===== src/rtl/seq_recorder_if.sv =====
// Step-input / RAM-write-output bundle for seq_recorder.
// The master side drives start/steps/commit; the slave side is the recorder.
interface seq_recorder_if #(
    parameter int unsigned ADDR_W = 7
);
    logic              start;
    logic              step_valid;
    logic [15:0]       step_data;
    logic              step_ready;
    logic              commit;
    logic [ADDR_W-1:0] wraddress;
    logic [31:0]       data;
    logic              wren;
    logic              busy;
    logic              done;
    logic              full;
    logic [ADDR_W:0]   word_count;

    modport master (
        output start, step_valid, step_data, commit,
        input  step_ready, wraddress, data, wren, busy, done, full, word_count
    );

    modport slave (
        input  start, step_valid, step_data, commit,
        output step_ready, wraddress, data, wren, busy, done, full, word_count
    );
endinterface


===== src/rtl/seq_recorder.sv =====
// Packs pairs of 16-bit steps into 32-bit RAM words (first step in the low half).
// Optional SEQ_REC_CKSUM_EN appends an XOR checksum word at commit.
module seq_recorder #(
    parameter int unsigned ADDR_W    = 7,
    parameter int unsigned BASE_ADDR = 0
) (
    input  logic          CLK_50,
    input  logic          reset,
    seq_recorder_if.slave bus
);
    typedef enum logic [1:0] {IDLE, EMPTY, HALF, DONE} state_e;

    localparam logic [ADDR_W-1:0] BASE     = ADDR_W'(BASE_ADDR);
    localparam logic [ADDR_W-1:0] ADDR_ONE = ADDR_W'(1);
    localparam logic [ADDR_W:0]   CNT_ONE  = (ADDR_W+1)'(1);
    localparam logic [ADDR_W:0]   LIMIT    = (ADDR_W+1)'((1 << ADDR_W) - BASE_ADDR);

    state_e            state_q, state_d;
    logic [ADDR_W-1:0] addr_q, addr_d;
    logic [ADDR_W-1:0] wraddr_q, wraddr_d;
    logic [31:0]       data_q, data_d;
    logic              wren_q, wren_d;
    logic [ADDR_W:0]   count_q, count_d;
    logic              full_q, full_d;
    logic [15:0]       held_q, held_d;
`ifdef SEQ_REC_CKSUM_EN
    logic [31:0]       xor_q, xor_d;
    logic              cks_q, cks_d;
`endif

    logic              ready;
    logic              accept;
    logic              wr;
    logic [31:0]       wword;
    logic              closing;

    always_ff @(posedge CLK_50) begin
        if (reset) begin
            state_q  <= IDLE;
            addr_q   <= BASE;
            wraddr_q <= BASE;
            data_q   <= '0;
            wren_q   <= 1'b0;
            count_q  <= '0;
            full_q   <= 1'b0;
            held_q   <= '0;
`ifdef SEQ_REC_CKSUM_EN
            xor_q    <= '0;
            cks_q    <= 1'b0;
`endif
        end else begin
            state_q  <= state_d;
            addr_q   <= addr_d;
            wraddr_q <= wraddr_d;
            data_q   <= data_d;
            wren_q   <= wren_d;
            count_q  <= count_d;
            full_q   <= full_d;
            held_q   <= held_d;
`ifdef SEQ_REC_CKSUM_EN
            xor_q    <= xor_d;
            cks_q    <= cks_d;
`endif
        end
    end

    always_comb begin
        state_d  = state_q;
        addr_d   = addr_q;
        wraddr_d = wraddr_q;
        data_d   = data_q;
        wren_d   = 1'b0;
        count_d  = count_q;
        full_d   = full_q;
        held_d   = held_q;
`ifdef SEQ_REC_CKSUM_EN
        xor_d    = xor_q;
        cks_d    = cks_q;
`endif
        accept   = bus.step_valid && ready;
        wr       = 1'b0;
        wword    = '0;
        closing  = 1'b0;

        if (bus.start) begin
            state_d = EMPTY;
            addr_d  = BASE;
            count_d = '0;
            full_d  = 1'b0;
            held_d  = '0;
`ifdef SEQ_REC_CKSUM_EN
            xor_d   = '0;
            cks_d   = 1'b0;
`endif
        end
`ifdef SEQ_REC_CKSUM_EN
        else if (cks_q) begin
            wr      = !full_q;
            wword   = xor_q;
            cks_d   = 1'b0;
            state_d = DONE;
        end
`endif
        else if (state_q == EMPTY || state_q == HALF) begin
            if (accept) begin
                if (state_q == HALF) begin
                    wr      = 1'b1;
                    wword   = {bus.step_data, held_q};
                    state_d = EMPTY;
                end else begin
                    held_d  = bus.step_data;
                    state_d = HALF;
                end
            end
            // A same-cycle step is folded in first, so commit sees the updated half.
            if (bus.commit) begin
                closing = 1'b1;
                if (state_d == HALF) begin
                    wr    = !full_q;
                    wword = {16'h0000, held_d};
                end
                state_d = EMPTY;
            end
        end

        if (wr) begin
            wren_d   = 1'b1;
            data_d   = wword;
            wraddr_d = addr_q;
            addr_d   = addr_q + ADDR_ONE;
            count_d  = count_q + CNT_ONE;
            full_d   = (count_q + CNT_ONE) == LIMIT;
`ifdef SEQ_REC_CKSUM_EN
            xor_d    = xor_q ^ wword;
`endif
        end

        if (closing) begin
`ifdef SEQ_REC_CKSUM_EN
            if (!full_d) begin
                cks_d = 1'b1;
            end else begin
                state_d = DONE;
            end
`else
            state_d = DONE;
`endif
        end
    end

    always_comb begin
        ready = (state_q == EMPTY || state_q == HALF) && !full_q;
`ifdef SEQ_REC_CKSUM_EN
        ready = ready && !cks_q;
`endif
        bus.step_ready = ready;
        bus.busy       = (state_q == EMPTY || state_q == HALF);
        bus.done       = (state_q == DONE);
        bus.full       = full_q;
        bus.word_count = count_q;
        bus.wraddress  = wraddr_q;
        bus.data       = data_q;
        bus.wren       = wren_q;
    end
endmodule


===== src/flat_wrapper.sv =====
// flat-port wrapper written by rule: the top's interface ports become plain ports
module seq_recorder_flat 
#(
    parameter int unsigned ADDR_W    = 7,
    parameter int unsigned BASE_ADDR = 0
)
  (CLK_50, reset, bus_start, bus_step_valid, bus_step_data, bus_commit, bus_step_ready, bus_wraddress, bus_data, bus_wren, bus_busy, bus_done, bus_full, bus_word_count);
  seq_recorder_if #(.ADDR_W(ADDR_W)) bus_i ();
  input  logic CLK_50;
  input  logic reset;
  input wire logic [$bits(bus_i.start)-1:0] bus_start;
  input wire logic [$bits(bus_i.step_valid)-1:0] bus_step_valid;
  input wire logic [$bits(bus_i.step_data)-1:0] bus_step_data;
  input wire logic [$bits(bus_i.commit)-1:0] bus_commit;
  output wire logic [$bits(bus_i.step_ready)-1:0] bus_step_ready;
  output wire logic [$bits(bus_i.wraddress)-1:0] bus_wraddress;
  output wire logic [$bits(bus_i.data)-1:0] bus_data;
  output wire logic [$bits(bus_i.wren)-1:0] bus_wren;
  output wire logic [$bits(bus_i.busy)-1:0] bus_busy;
  output wire logic [$bits(bus_i.done)-1:0] bus_done;
  output wire logic [$bits(bus_i.full)-1:0] bus_full;
  output wire logic [$bits(bus_i.word_count)-1:0] bus_word_count;
  assign bus_i.start = bus_start;
  assign bus_i.step_valid = bus_step_valid;
  assign bus_i.step_data = bus_step_data;
  assign bus_i.commit = bus_commit;
  assign bus_step_ready = bus_i.step_ready;
  assign bus_wraddress = bus_i.wraddress;
  assign bus_data = bus_i.data;
  assign bus_wren = bus_i.wren;
  assign bus_busy = bus_i.busy;
  assign bus_done = bus_i.done;
  assign bus_full = bus_i.full;
  assign bus_word_count = bus_i.word_count;
  seq_recorder #(.ADDR_W(ADDR_W), .BASE_ADDR(BASE_ADDR)) u_core (.CLK_50(CLK_50), .reset(reset), .bus(bus_i));
endmodule

===== config.mk =====
export PLATFORM = sky130hd
export DESIGN_NAME = seq_recorder_flat
export DESIGN_NICKNAME = d
export VERILOG_FILES = /design/src/rtl/seq_recorder_if.sv /design/src/rtl/seq_recorder.sv /design/src/flat_wrapper.sv
export SDC_FILE = /design/constraint.sdc
export NUM_CORES = 1
export LEC_CHECK = 0
export CAP_MARGIN = 15
export CORE_MARGIN = 5
export CORE_UTILIZATION = 53
export CTS_CLUSTER_SIZE = 30
export DETAILED_ROUTE_END_ITERATION = 7
export PLACE_DENSITY = 0.94
export SLEW_MARGIN = 20
export SYNTH_ARGS = -nofsm -noshare
export SYNTH_HDL_FRONTEND = slang
export SYNTH_SLANG_ARGS = --single-unit

===== constraint.sdc =====
create_clock -name CLK_50 -period 3.7 [get_ports CLK_50]
set_input_delay 0.74 -clock CLK_50 [delete_from_list [all_inputs] [get_ports CLK_50]]
set_output_delay 0.74 -clock CLK_50 [all_outputs]
set_load 0.05 [all_outputs]

* After elaboration in Yosys (flattened, before gate mapping) *
Cells that the tools add are included.

storage, ports and cells
  register bits = 74
  logic and storage cells = 54

operators by class
  add/subtract/negate cells = 2
  eq/ne operators = 5
  muxes and demuxes = 32
  reductions and logical operators = 7

operator list
  kind                                                 number
  two-way mux 32 bit                                   6
  two-way mux 16 bit                                   2
  two-way mux 2 bit                                    8
  two-way mux 8 bit                                    2
  two-way mux 7 bit                                    2
  two-way mux 1 bit                                    12
  adder 8 x 1 -> 8 bit, second input constant          1
  equality test 8 bit, second input constant           1
  adder 7 x 1 -> 7 bit, second input constant          1
  equality test 2 bit, second input constant           3
  nonzero test 3 bit                                   1
  equality test 2 x 1 -> 1 bit, second input constant  1
  logical AND 1 bit                                    2
  nonzero test 2 bit                                   1
  OR reduction 2 bit                                   1
  logical NOT 1 bit                                    1
  logical OR 1 bit                                     1

* Depth between registers and ports, before layout *
Gate-level depths: netlist of the first run.

  depth in word-level cells = 13
  depth in mapped cells = 8
  mapped depth without buffers = 6

* Worst setup path after synthesis of the first run *
No wires, ideal clock.

  kind = flip-flop to flip-flop
  from = register u_core.state_q[0]
  to = register u_core.addr_q[4]
  data arrival time = 2.292 ns
  data required time = 3.629 ns
  slack = 1.337 ns
  stages on the path, launching flop included = 8
  path through = dfxtp_1 -> inv_1 -> ha_1 -> nor2_2 -> o211ai_2 -> buf_2 -> or3_1 -> a21oi_1

on the way
  cells in the longest elaborated chain, start to end = 13
  elaborated cells on any way between the ends = 18
  those cells by class = eq/ne (3); mux (11); reduce/logical (4)

ends and longest elaborated chain
  element                                                              RTL line             RTL
  start: declaration                                                   seq_recorder.sv:18   state_e state_q, state_d;
  start signal: assignment                                             seq_recorder.sv:52   state_q <= state_d;
  equality test 2 x 1 -> 1 bit or equality test 2 bit (tied branches)  seq_recorder.sv:152  ready = (state_q == EMPTY || state_q == HALF) && !full_q;
  logical OR 1 bit *                                                   seq_recorder.sv:152
  logical AND 1 bit *                                                  seq_recorder.sv:152
  via bus_step_ready                                                   flat_wrapper.sv:15   output wire logic [$bits(bus_i.step_ready)-1:0] bus_step_ready;
  logical AND 1 bit *                                                  seq_recorder.sv:80   accept = bus.step_valid && ready;
  two-way mux 2 bit                                                    seq_recorder.sv:105  if (accept) begin
  two-way mux 2 bit                                                    seq_recorder.sv:104  else if (state_q == EMPTY || state_q == HALF) begin
  two-way mux 2 bit                                                    seq_recorder.sv:85   if (bus.start) begin
  equality test 2 bit                                                  seq_recorder.sv:118  if (state_d == HALF) begin
  two-way mux 1 bit                                                    seq_recorder.sv:118
  two-way mux 1 bit *                                                  seq_recorder.sv:116  if (bus.commit) begin
  two-way mux 1 bit *                                                  seq_recorder.sv:104
  two-way mux 1 bit *                                                  seq_recorder.sv:85
  two-way mux 7 bit or nonzero test 2 bit (tied branches)              -
  end signal: assignment                                               seq_recorder.sv:53   addr_q <= addr_d;
  end: declaration                                                     seq_recorder.sv:19   logic [ADDR_W-1:0] addr_q, addr_d;

The timed path passes the listed nets; every way through them passes the cells marked *. The select of a mux whose other input is x is not followed.
A chain may end at the register's enable or synchronous reset.

* Final worst setup path of the first run *
  from = register u_core.state_q[0]
  to = output bus_step_ready

on the way
  cells in the longest elaborated chain, start to end = 3
  elaborated cells on any way between the ends = 4
  those cells by class = eq/ne (2); reduce/logical (2)

ends and longest elaborated chain
  element                                                              RTL line
  equality test 2 x 1 -> 1 bit or equality test 2 bit (tied branches)  seq_recorder.sv:152
  logical OR 1 bit *                                                   seq_recorder.sv:152
  logical AND 1 bit *                                                  seq_recorder.sv:152
  end: declaration                                                     flat_wrapper.sv:15

Mark *: on every way between the ends. The rest lies on a longest branch, timed or not.

==> out/metrics.yaml, run 1 <==
rsz0062_at_grt: "false"
synth-edff-count: 0
drt_first_pass_iters: 4
power_frac_comb_pct: 13.4
cts-buffers-inserted: 9
worst_pin_slew_ns: 1.01
cts_resized: 0
critPathTopFamily: "buffers and inverters"
nFillCells: 372
outcome: "finished, final reports clean"
crit_arrival_ns: 2.47
diodes: 0
intPower_mw: 1.22
finalWirelength_um: 8170
path_clk_slew_ns: 0.07
synth_seq_cells: 74
dieArea_mm2: 0.00748
rr_startpoint: "u_core.state_q[0]$_SDFFE_PP0P_"
min_period_ns: 3.21
cts.sinks: 74
syn_area_mm2: 0.00310
fin_util_pct: 72.9
post-place-ws_ns: 0.710
grtUsageTotal_pct: 22.5
synthFlopType: "dfxtp_1"
worstPathRequired_ns: 2.96
drive_above_1_share_pct: 11.9
slew_headroom_pct: 32.8
critical_path.max_stage_delay_ns: 0.88
syn2layout_area_growth_pct: 31.9
grt_pass1_vias: 2828
cts_root_buffer: "clkbuf_8"
final_cells: 483
via_count: 2899
clockPowerShare_pct: 37.3
leakagePower_nw: 1.48
die_h_um: 86.5
die_w_um: 86.5
switching_power_mw: 0.454
port_buffers: 72
cts.htree.levels: 3
p_per_area_mw_per_mm2: 410
cts_tree: "built"
path_max_fanout: 6
initial_core_util_pct: 55.3
netlist_instances: 336
ir_drop_v: 0.000313
grt_pass1_wl_um: 13400
async_flop_share_pct: 0
nets: 432
synthDistinctLibCells: 46
critPathBufInv: 2
synth_top_family_by_area: "compound AO/OA/AOI/OAI gates"
yosysWarnings: 0
dp_cells: 467
crit_chain: "inv_1 -> ha_1 -> nor2_2 -> clkdlybuf4s50_1"
hold_class: "flop to flop"
synthSimpleGateAreaFrac_pct: 21.3
ys_seq_area_share_pct: 47.8
synth_fa_ha_area_share_pct: 2.02
p_sw_share_pct: 27.1
avgSynthCellArea_um2: 9.22
rows: 27
vias_per_cell: 6.00
yosys.area_share.xor_xnor_pct: 0.848
layout_setup_ws_ns: 0.492
fin_tns_setup_ns: 0
wl_per_cell_um: 16.9
antenna_found_initial: 0
crit_path_start_kind: "flop"
final.period_utilization_pct: 86.7
pin_count: 73
synth-compound-area-share_pct: 22.9
cts_buffer_depth: 2
syn-num-nets: 362
ant_nets: 0
core_area_mm2: 0.00561
final_hold_viol_count: 0
crit_type: "flop to output port"
gr-total-overflow: 0
min_from: "u_core.held_q[7]$_SDFFE_PP0N_"
fin_skew_ns: 0.00460
endpoint_kind: "output port"
drt_iter0_markers: 260
seq_power_share_pct: 49.3
drc_errors: 0
crit_start: "u_core.state_q[0]$_SDFFE_PP0P_"
gp_congestion: 0.847
dp_hpwl_um: 5510
clk_latency_ns: 0.35
crit_slowest_cell: "clkdlybuf4s50_1"
max_freq_mhz: 312
synthMuxAreaShare_pct: 0.646
setup_violations: 0
slew_violations: 0
post_cts_buffers: 0
grt_max_degree: 34
cap_violations: 0
cts_hold_buf: 0
-- cells in the mapped netlist, types with 2 or more instances --
library cell	instances	area [µm²]
nor2_1	32	120
or3_1	7	43.8
o21ai_1	7	35.0
a221oi_1	6	52.6
clkbuf_1	12	45.0
o31ai_1	5	37.5
dfxtp_1	74	1480
a221oi_2	10	150
nand3_1	5	25.0
nor3_1	7	35.0
mux2i_1	2	20.0
ha_1	5	62.6
nor3_2	10	100
xor2_1	3	26.3
nand3b_1	2	15.0
a21oi_1	37	185
inv_1	9	33.8
o22ai_1	2	12.5
nand2_1	50	188
buf_6	2	22.5
or4_1	4	30.0
nand2b_1	2	12.5
a22o_1	10	87.6
a22oi_1	6	45.0
buf_2	6	30.0
-- sequential cells by signal, summed over array words and instances (netlist names) --
name / flops
u_core.addr_q: 7
u_core.bus.data: 32
u_core.bus.full: 1
u_core.bus.word_count: 8
u_core.bus.wraddress: 7
u_core.bus.wren: 1
u_core.held_q: 16
u_core.state_q: 2
-- cell usage in the layout (no fill, tap or decap), types with 2 or more instances in the layout --
cell type        count
o31ai_1              5
a221oi_1             6
a221oi_2            10
buf_4                8
clkbuf_8            10
or3_1                7
inv_1                9
a22o_1              10
ha_1                 5
a21oi_1             37
nand2b_1             2
nor2_1              32
clkbuf_1             2
mux2i_1              2
nand3b_1             2
nand2_1             50
a22oi_1              6
clkdlybuf4s50_1     72
nand3_1              5
xor2_1               3
o21ai_1              7
or4_1                4
o22ai_1              2
dfxtp_1             74
nor3_1               7
nor3_2              10
-- final timing paths --
check	endpoint	slack, ns	cells after the start
worst max-delay path	bus_step_ready	0.49	4
worst min-delay path	u_core.held_q[7]$_SDFFE_PP0N_	0.47	2
worst max register to register	u_core.bus.data[3]$_SDFFE_PP0P_	1.07	7
worst min register to register	u_core.held_q[7]$_SDFFE_PP0N_	0.47	2
-- layout make-up --
cell class                      count  area (µm²)  area share (%)
Tap cell                           72        90.1            2.20
Inverter                            9        33.8           0.826
Clock buffer                       12         145            3.55
Timing Repair Buffer               80         781            19.1
Clock inverter                      4        51.3            1.25
Sequential cell                    74        1480            36.2
Multi-Input combinational cell    232        1510            36.8
-- metrics by stage --
| step | power (mW) | hold WS [ns] | instance area [µm²] |
|---|---|---|---|
| after floorplan | 0.980 | 0.436 | 3100 |
| after global placement | 1.06 | 0.442 | 3880 |
| after detailed placement | 1.06 | 0.450 | 3880 |
| after CTS | 1.68 | 0.461 | 4080 |
| after global routing | 1.73 | 0.490 | 4090 |
| final | 1.67 | 0.468 | 4090 |
-- routing by layer --
metal	part of all wire, %	track usage (%)
met3	6.6	6.18
met2	49	36.2
met1	42	27.9
met5	0	0
met4	2.4	10.6
-- power by group through the flow --
| stage | combinational [mW] | sequential (mW) | clock, mW |
|---|---|---|---|
| after detailed placement | 0.219 | 0.843 | 0 |
| after CTS | 0.221 | 0.824 | 0.629 |
| after global routing | 0.239 | 0.827 | 0.669 |
| after global placement | 0.214 | 0.842 | 0 |
| final | 0.225 | 0.825 | 0.624 |
| after floorplan | 0.107 | 0.873 | 0 |
-- worst register-to-register path, cell delays in order, from the launching register on --
cell	delay, ns
dfxtp_1	0.45
inv_1	0.07
ha_1	0.41
nor2_2	0.30
o2111ai_2	0.58
buf_4	0.40
a221oi_2	0.22
nor3_2	0.07
-- cells by family after synthesis --
family	after synthesis
DFF	74
xor gates and xnor gates	3
muxes	2
buffers and inverters	30
and+or+nand+nor	129
AOI/OAI and AO/OA	93
adders and majority gates	5
Power figures use the tool's default switching activity.
==> run 2: changes to the inputs <==
Settings changed: GPL_ROUTABILITY_DRIVEN set to 1, GPL_TIMING_DRIVEN set to 0.
==> run 2 against run 1 <==
Net effect: register-to-register slack improved by 0.21 ns; hold slack got worse by 0.0076 ns; total power rose by 0.36%; clock power barely moved; critical path type unchanged; highest routed layer is now met5.
==> out/metrics.yaml, run 2 (synthesized netlist as in run 1, its figures left out) <==
p_sw_share_pct: 27.6  # +0.42 points
cts.htree.levels: 3  # unchanged
cts_root_buffer: "clkbuf_8"
vias_per_cell: 6.01  # +0.13%
fin_tns_setup_ns: 0  # unchanged
leakagePower_nw: 1.47  # -0.39%
cts_resized: 0  # unchanged
slew_violations: 0  # unchanged
crit_path_start_kind: "flop"
intPower_mw: 1.22  # -0.22%
slew_headroom_pct: 35.8  # +3.0 points
pin_count: 73  # unchanged
path_max_fanout: 6  # unchanged
final.period_utilization_pct: 83.4  # -3.3 points
wl_per_cell_um: 17.6  # +4.3%
crit_slowest_cell: "clkdlybuf4s50_1"
largest_reg_flops: 32  # unchanged
dieArea_mm2: 0.00748  # unchanged
critPathTopFamily: "buffers and inverters"
cts_tree: "built"
hold_class: "flop to flop"
grtUsageTotal_pct: 24.0  # +1.5 points
syn2layout_area_growth_pct: 32.1
hold_depth: 2  # unchanged
layout_commonest_cell: "dfxtp_1"
layout_setup_ws_ns: 0.616  # +0.124 ns
crit_arrival_ns: 2.34  # -0.13 ns
via_count: 2969  # +2.4%
min_period_ns: 3.08  # -0.124 ns
dp_hpwl_um: 6150  # +12%
final_hold_viol_count: 0  # unchanged
cts-buffers-inserted: 9  # unchanged
drt_iter0_markers: 275  # +5.8%
outcome: "finished, final reports clean"
fin_util_pct: 73.0  # +0.089 points
endpoint_kind: "output port"
critPathBufInv: 2  # unchanged
path_clk_slew_ns: 0.08  # about the same
worstPathRequired_ns: 2.96  # about the same
clk_latency_ns: 0.35  # about the same
post-place-ws_ns: 0.884  # +0.175 ns
drt_first_pass_iters: 5  # +1
ir_drop_v: 0.000286  # -8.7%
switching_power_mw: 0.463  # +1.9%
p_per_area_mw_per_mm2: 410  # +0.24%
die_w_um: 86.5  # unchanged
cts_buffer_depth: 2  # unchanged
max_freq_mhz: 324  # +4.0%
grt_max_degree: 13  # -62%
cts_hold_buf: 0  # unchanged
worstRegToRegCells: 7  # unchanged
clockPowerShare_pct: 37.3  # about the same
cts.sinks: 74  # unchanged
gr-total-overflow: 0  # unchanged
nets: 444  # +2.8%
rows: 27  # unchanged
cp_num_cells: 4  # unchanged
initial_core_util_pct: 55.3  # unchanged
grt_pass1_vias: 2853  # +0.88%
worst_pin_slew_ns: 0.952  # -0.0558 ns
drc_errors: 0  # unchanged
final_cells: 494  # +2.3%
final_cell_mix: "dfxtp_1 (74), clkdlybuf4s50_1 (71), nand2_1 (50)"
dp_cells: 479  # +2.6%
antenna_found_initial: 0  # unchanged
die_h_um: 86.5  # unchanged
fin_skew_ns: 0.00622  # +0.00161 ns
cap_violations: 0  # unchanged
crit_type: "flop to output port"
critical_path.max_stage_delay_ns: 0.85  # -0.03 ns
nFillCells: 410  # +10%
grt_pass1_wl_um: 14100  # +5.2%
seq_power_share_pct: 49.1  # -0.2 points
diodes: 0  # unchanged
setup_violations: 0  # unchanged
port_buffers: 71  # -1.4%
core_area_mm2: 0.00561  # unchanged
crit_chain: "inv_1 -> ha_1 -> nor2_2 -> clkdlybuf4s50_1"
post_cts_buffers: 0  # unchanged
gp_congestion: 0.863  # +1.8%
finalWirelength_um: 8720  # +6.7%
rsz0062_at_grt: "false"
ant_nets: 0  # unchanged
drive_above_1_share_pct: 11.6  # -0.31 points
power_frac_comb_pct: 13.6  # +0.2 points
[run 2: cell count changes in the layout (fill, tap and decap cells not counted), sizes merged]
cell and delta:
inv +1, clkbuf +11, buf +1, clkdlybuf4s50 -1, clkinv -1
[run 2: path summary, 6_finish.rpt]
check                                                    start                                to  slack [ns]
worst max-delay path            u_core.state_q[0]$_SDFFE_PP0P_                    bus_step_ready        0.62
worst min-delay path             u_core.held_q[9]$_SDFFE_PP0N_     u_core.held_q[9]$_SDFFE_PP0N_        0.46
worst max register to register  u_core.state_q[0]$_SDFFE_PP0P_  u_core.bus.data[12]$_SDFFE_PP0P_        1.28
worst min register to register   u_core.held_q[9]$_SDFFE_PP0N_     u_core.held_q[9]$_SDFFE_PP0N_        0.46
[run 2: final cells by class]
cell class	instances	area, µm²	area share (%)
Tap cell	72	90.1	2.20
Timing Repair Buffer	71	711	17.4
Inverter	9	33.8	0.825
Clock buffer	11	141	3.45
Sequential cell	74	1480	36.2
Buffer	21	105	2.57
Multi-Input combinational cell	232	1480	36.1
Clock inverter	4	51.3	1.25
[run 2: power groups by stage]
stage,registers (mW),logic (mW),clock network (mW)
finish,0.825,0.228,0.627
global route,0.827,0.242,0.672
CTS,0.825,0.226,0.633
detailed placement,0.843,0.223,0
global placement,0.842,0.217,0
floorplan,0.873,0.107,0
[run 2: stage by stage]
step	hold slack [ns]	power [mW]	cell area, µm²
floorplan	0.436	0.980	3100
global placement	0.443	1.06	3900
detailed placement	0.449	1.07	3900
CTS	0.459	1.68	4090
global route	0.473	1.74	4090
finish	0.460	1.68	4090
[run 2: worst reg2reg max path: stages, from the launching register on]
cell      delay (ns)
dfxtp_1         0.44
inv_1           0.07
ha_1            0.41
nor3b_1         0.12
o41ai_2         0.77
buf_6           0.28
a221oi_2        0.09
nor3_2          0.17
[run 2: routing by layer]
metal / part of all wire [%] / track usage, % / up-vias
met5: 0.42 / 0 / -
met4: 2.3 / 11.6 / 3
met3: 8.1 / 6.75 / 28
met2: 49 / 39.0 / 154
met1: 40 / 29.2 / 1409
li1: - / - / 1375
==> run 3: changes to the inputs <==
Settings changed: CORE_UTILIZATION 53 to 45, PLACE_DENSITY 0.94 to 0.86.
Clock period 3.7 ns to 2.8 ns, I/O delays scaled along.
==> run 3 against run 2 <==
Net effect: via count fell by 2.1%; hold slack barely moved; critical path type unchanged; sequential share of layout area fell by 0.19 points; core utilization fell by 12 points; non-clock buffer count did not move; clock skew rose by 0.0070 ns; worst setup slack got worse by 0.43 ns; combinational power rose by 30%; highest routed layer is now met4; global-route usage fell by 4.4 points; sequential cell count did not move; clock power rose by 35%; total power rose by 33%; largest power group unchanged.
==> out/metrics.yaml, run 3 (synthesized netlist as in run 1, its figures left out) <==
seq_area_mm2: 0.00148  # unchanged
slew_violations: 0  # unchanged
core_area_mm2: 0.00676  # +20%
worst_pin_slew_ns: 0.876  # -0.0763 ns
port_buffers: 71  # unchanged
cp_num_cells: 4  # unchanged
crit_slowest_cell: "dlygate4sd2_1"
layout_commonest_cell: "dfxtp_1"
setup_violations: 0  # unchanged
crit_start: "u_core.state_q[0]$_SDFFE_PP0P_"
nets: 444  # unchanged
ir_drop_v: 0.000251  # -12%
rr_startpoint: "u_core.state_q[0]$_SDFFE_PP0P_"
hold_class: "flop to flop"
cts_root_buffer: "clkbuf_8"
crit_chain: "inv_1 -> ha_1 -> nor2_2 -> dlygate4sd2_1"
finalWirelength_um: 8270  # -5.2%
min_period_ns: 2.62
crit_path_start_kind: "flop"
crit_arrival_ns: 2.06  # -0.28 ns
dpl-instance-area_mm2: 0.00391  # +0.26%
pin_count: 73  # unchanged
critPathBufInv: 2  # unchanged
critPathTopFamily: "buffers and inverters"
die_h_um: 93.0  # +7.5%
dieArea_mm2: 0.00865  # +16%
critPathCapture: "bus_step_ready"
final_cell_mix: "dfxtp_1 (74), clkdlybuf4s50_1 (69), nand2_1 (50)"
fin_util_pct: 60.9  # -12 points
cts_hold_buf: 0  # unchanged
stdcell_area_mm2: 0.00411  # +0.52%
vias_per_cell: 5.79  # -3.6%
critical_path.max_stage_delay_ns: 0.58  # -0.27 ns
syn2layout_area_growth_pct: 32.7
hold_slack_ns: 0.461  # +0.000411 ns
final.period_utilization_pct: 93.4
via_count: 2907  # -2.1%
hold_depth: 2  # unchanged
gr-total-overflow: 0  # unchanged
cts_buffer_depth: 2  # unchanged
path_clk_slew_ns: 0.07  # about the same
drt_iter0_markers: 235  # -15%
cts_tree: "built"
rows: 30  # +11%
post-place-ws_ns: 0.159  # -0.725 ns
die_w_um: 93.0  # +7.5%
layout_setup_ws_ns: 0.184  # -0.432 ns
antenna_found_initial: 0  # unchanged
nFillCells: 579  # +41%
cts.htree.levels: 3  # unchanged
leakagePower_nw: 1.49  # +1.3%
post_cts_buffers: 0  # unchanged
worstPathRequired_ns: 2.24  # -0.72 ns
fin_skew_ns: 0.0132  # +0.00697 ns
r2r_end: "u_core.bus.data[0]$_SDFFE_PP0P_"
slew_headroom_pct: 41.0  # +5.1 points
grt_pass1_vias: 2765  # -3.1%
cts-buffers-inserted: 9  # unchanged
clk_latency_ns: 0.35  # about the same
p_per_area_mw_per_mm2: 542  # +32%
multiInputGateArea_mm2: 0.00148  # unchanged
grt_pass1_wl_um: 13500  # -4.1%
largest_reg_flops: 32  # unchanged
initial_core_util_pct: 45.9  # -9.4 points
drive_above_1_share_pct: 11.8  # +0.24 points
dp_hpwl_um: 5880  # -4.5%
ant_nets: 0  # unchanged
path_max_fanout: 6  # unchanged
grtUsageTotal_pct: 19.6  # -4.4 points
drc_errors: 0  # unchanged
outcome: "finished, final reports clean"
grt_max_degree: 13  # unchanged
r2r_setup_slack_ns: 0.41  # -0.87 ns
fin_tns_setup_ns: 0  # unchanged
drt_first_pass_iters: 5  # unchanged
final_hold_viol_count: 0  # unchanged
worstRegToRegCells: 7  # unchanged
max_freq_mhz: 382
gp_congestion: 0.864  # +0.21%
endpoint_kind: "output port"
cap_violations: 0  # unchanged
wl_per_cell_um: 16.5  # -6.7%
rsz0062_at_grt: "false"
cts.sinks: 74  # unchanged
diodes: 0  # unchanged
crit_type: "flop to output port"
## run 3: cell types whose count changed in the layout (fill, tap and decap cells not counted), sizes merged
cell / before / now
clkdlybuf4s50: 71 / 69
inv: 10 / 9
clkinv: 1 / 2
dlygate4sd2: 0 / 1
dlymetal6s2s: 0 / 1
## run 3: metal layers
layer	vias up	track usage [%]	routed length (µm)
met3	13	5.79	561
met1	1403	25.2	3620
met4	0	5.62	125
li1	1375	-	-
met5	-	0	0
met2	116	32.1	3960
## run 3: worst min path at each step
stage / start / to / slack (ns)
after floorplan: u_core.held_q[10]$_SDFFE_PP0N_ / u_core.held_q[10]$_SDFFE_PP0N_ / 0.44
after global placement: u_core.held_q[5]$_SDFFE_PP0N_ / u_core.held_q[5]$_SDFFE_PP0N_ / 0.44
after detailed placement: u_core.held_q[7]$_SDFFE_PP0N_ / u_core.held_q[7]$_SDFFE_PP0N_ / 0.45
after CTS: u_core.held_q[8]$_SDFFE_PP0N_ / u_core.held_q[8]$_SDFFE_PP0N_ / 0.46
after global routing: u_core.held_q[8]$_SDFFE_PP0N_ / u_core.held_q[8]$_SDFFE_PP0N_ / 0.48
final: u_core.held_q[8]$_SDFFE_PP0N_ / u_core.held_q[8]$_SDFFE_PP0N_ / 0.46
## run 3: tightest hold or removal path, delay by kind of cell, from the launching register on
family          cells  cell delay [ns]
compound gates      1             0.05
simple gates        1             0.05
flops               1             0.31
## run 3: repair_timing
item                       CTS  global route
resized for setup            1             1
cloned                       0             0
setup endpoints to repair    1             1
## run 3: power by group
part           internal [mW]  leakage (nW)  total, mW  switching (mW)
Combinational         0.0999         0.790      0.296           0.196
Clock                  0.455         0.101      0.844           0.388
Sequential              1.07         0.598       1.09          0.0161
Total                   1.63          1.49       2.23           0.601
## run 3: cell type report
| cell class | count | share of cell area (%) |
|---|---|---|
| buffer | 21 | 2.55 |
| clock buffer | 11 | 3.68 |
| clock inverter | 4 | 1.25 |
| inverter | 9 | 0.821 |
| multi-input combinational | 232 | 35.9 |
| sequential | 74 | 36.0 |
| tap | 80 | 2.43 |
| timing repair buffer | 71 | 17.3 |
## run 3: per-stage QoR
stage	total power, mW	std cells
floorplan	1.30	336
detailed placement	1.41	487
global route	2.31	502
finish	2.23	502
CTS	2.23	502
global placement	1.40	487
==> edit: new RTL, flow settings as in run 3 <==
`data_q` no longer has a reset.
--- a/src/rtl/seq_recorder.sv
+++ b/src/rtl/seq_recorder.sv
@@ -39,7 +39,6 @@
             state_q  <= IDLE;
             addr_q   <= BASE;
             wraddr_q <= BASE;
-            data_q   <= '0;
             wren_q   <= 1'b0;
             count_q  <= '0;
             full_q   <= 1'b0;
@@ -52,7 +51,6 @@
             state_q  <= state_d;
             addr_q   <= addr_d;
             wraddr_q <= wraddr_d;
-            data_q   <= data_d;
             wren_q   <= wren_d;
             count_q  <= count_d;
             full_q   <= full_d;
@@ -62,6 +60,10 @@
             cks_q    <= cks_d;
 `endif
         end
+    end
+
+    always_ff @(posedge CLK_50) begin
+        data_q <= data_d;
     end
 
     always_comb begin
Formal check against the unedited RTL: differs if reset is asserted again (counterexample within 4 cycles, from zero or initial values and one cycle with reset high); with reset held inactive, the same outputs for 4 cycles.
==> edit against run 3 <==
Synthesized cell count shrank 13%; sequential cell count is the same; synthesized area grew 1.3%; power grew 9.7%; setup slack lost 0.080 ns; count of clock-buffer cells in the layout is the same; fmax shrank 3.0%; clock power grew 17%; critical path type unchanged; wire length shrank 15%; design area grew 2.9%; largest power group unchanged; cell count shrank 5.2%; die area grew 1.1%.
==> edit: results <==
metrics = {
    "worst_hold_path": {
        "min_from": "u_core.held_q[10]",
        "hold_class": "flop to flop",
        "hold_end": "u_core.held_q[10]",
    },
    "synth": {
        "synth_xor_area_share_pct": 3.07,
        "synth-compound-area-share_pct": 15.8,
        "synth_cells": 291,
        "synthTopCellsByCount": "45 x nand2_1, 42 x dfxtp_1, 32 x edfxtp_1",
        "synth_area_leaders": "edfxtp_1 31%, dfxtp_1 27%, nand2_1 5.4%",
        "synth_edf_count": 32,
        "synth_fa_ha_area_share_pct": 1.99,
        "yosysWarnings": 0,
        "synthMuxAreaShare_pct": 0.957,
        "ys_types": 47,
        "ys_seq_area_share_pct": 57.4,
        "synth_nets": 317,
    },
    "grt": {
        "grt_pass1_wl_um": 11400,
        "met2_usage_pct": 27.9,
        "grt_max_degree": 18,
        "grt_use_met1_pct": 21.2,
        "grt_usage_pct": 17.0,
        "grt_pass1_vias": 2334,
        "grt_use_met3_pct": 5.95,
    },
    "placed_design": {
        "gp_congestion": 0.849,
        "place_inst": 460,
        "place_ws_ns": 0.0127,
        "placed_cell_area_um2": 4000,
        "hpwl_um": 5080,
    },
    "timing": {
        "finClkSkew_ns": 0.00763,
        "fin_hold_ws_ns": 0.455,
        "fin_crit_ns": 2.70,
        "max_slew.worst_pin.slew_ns": 0.698,
    },
    "power": {
        "leakagePower_uw": 0.00146,
        "peakVddDrop_v": 0.000316,
        "intPower_uw": 1840,
    },
    "worst_setup_path": {
        "r2r_setup_slack_ns": 0.35,
        "cp_slowest_stage_delay_ns": 0.82,
        "cp_max_fo": 7,
        "reg2reg_to": "u_core.bus.data[23]",
        "cp-endpoint": "bus_busy",
        "cpMaxStageDelayCell": "clkdlybuf4s50_1",
        "cp_data_arrival_time_ns": 2.14,
        "reg2reg_depth": 9,
    },
    "layout": {
        "drive_gt1_share_pct": 8.68,
        "fill_cells": 519,
        "fin_nets": 401,
        "post-route-util_pct": 62.3,
    },
    "clocking": {
        "numCtsBuffers": 9,
    },
    "run_status": {
        "status": "completed",
    },
    "route": {
        "wl_met2_um": 3340,
        "via_count": 2465,
        "wl_um": 7020,
        "drt_iter0_markers": 157,
        "vias_per_cell": 5.18,
        "met3_length_um": 574,
        "wl_met1_um": 3040,
    },
}
edit: cell count changes after synthesis, moves of 15 or more:
cell      change
dfxtp_1      -32
edfxtp_1     +32
and2_1       +16
nor2_1       -15
edit: cell type report:
type	count	share of cell area, %
clock buffer	11	3.10
tap	96	2.84
timing repair buffer	73	17.3
sequential	74	42.6
buffer	16	1.95
clock inverter	5	2.42
multi-input combinational	196	29.2
inverter	5	0.621
edit: power by group through the flow:
| stage | clock, µW | combinational (µW) | sequential, µW |
|---|---|---|---|
| final | 985 | 299 | 1160 |
| after floorplan | 0 | 122 | 1250 |
| after global placement | 0 | 292 | 1190 |
| after global routing | 1050 | 318 | 1160 |
| after detailed placement | 0 | 300 | 1190 |
| after CTS | 993 | 301 | 1160 |
edit: worst max-delay path, delay by kind of cell (launching register included):
family	cells	cell delay (ns)
fa+ha+maj	1	0.40
flops	1	0.39
buf+inv	3	0.99
edit: timing repair:
item	CTS	global route
gates resized for setup	2	1
setup buffers	0	0
endpoints found under the setup margin	1	1
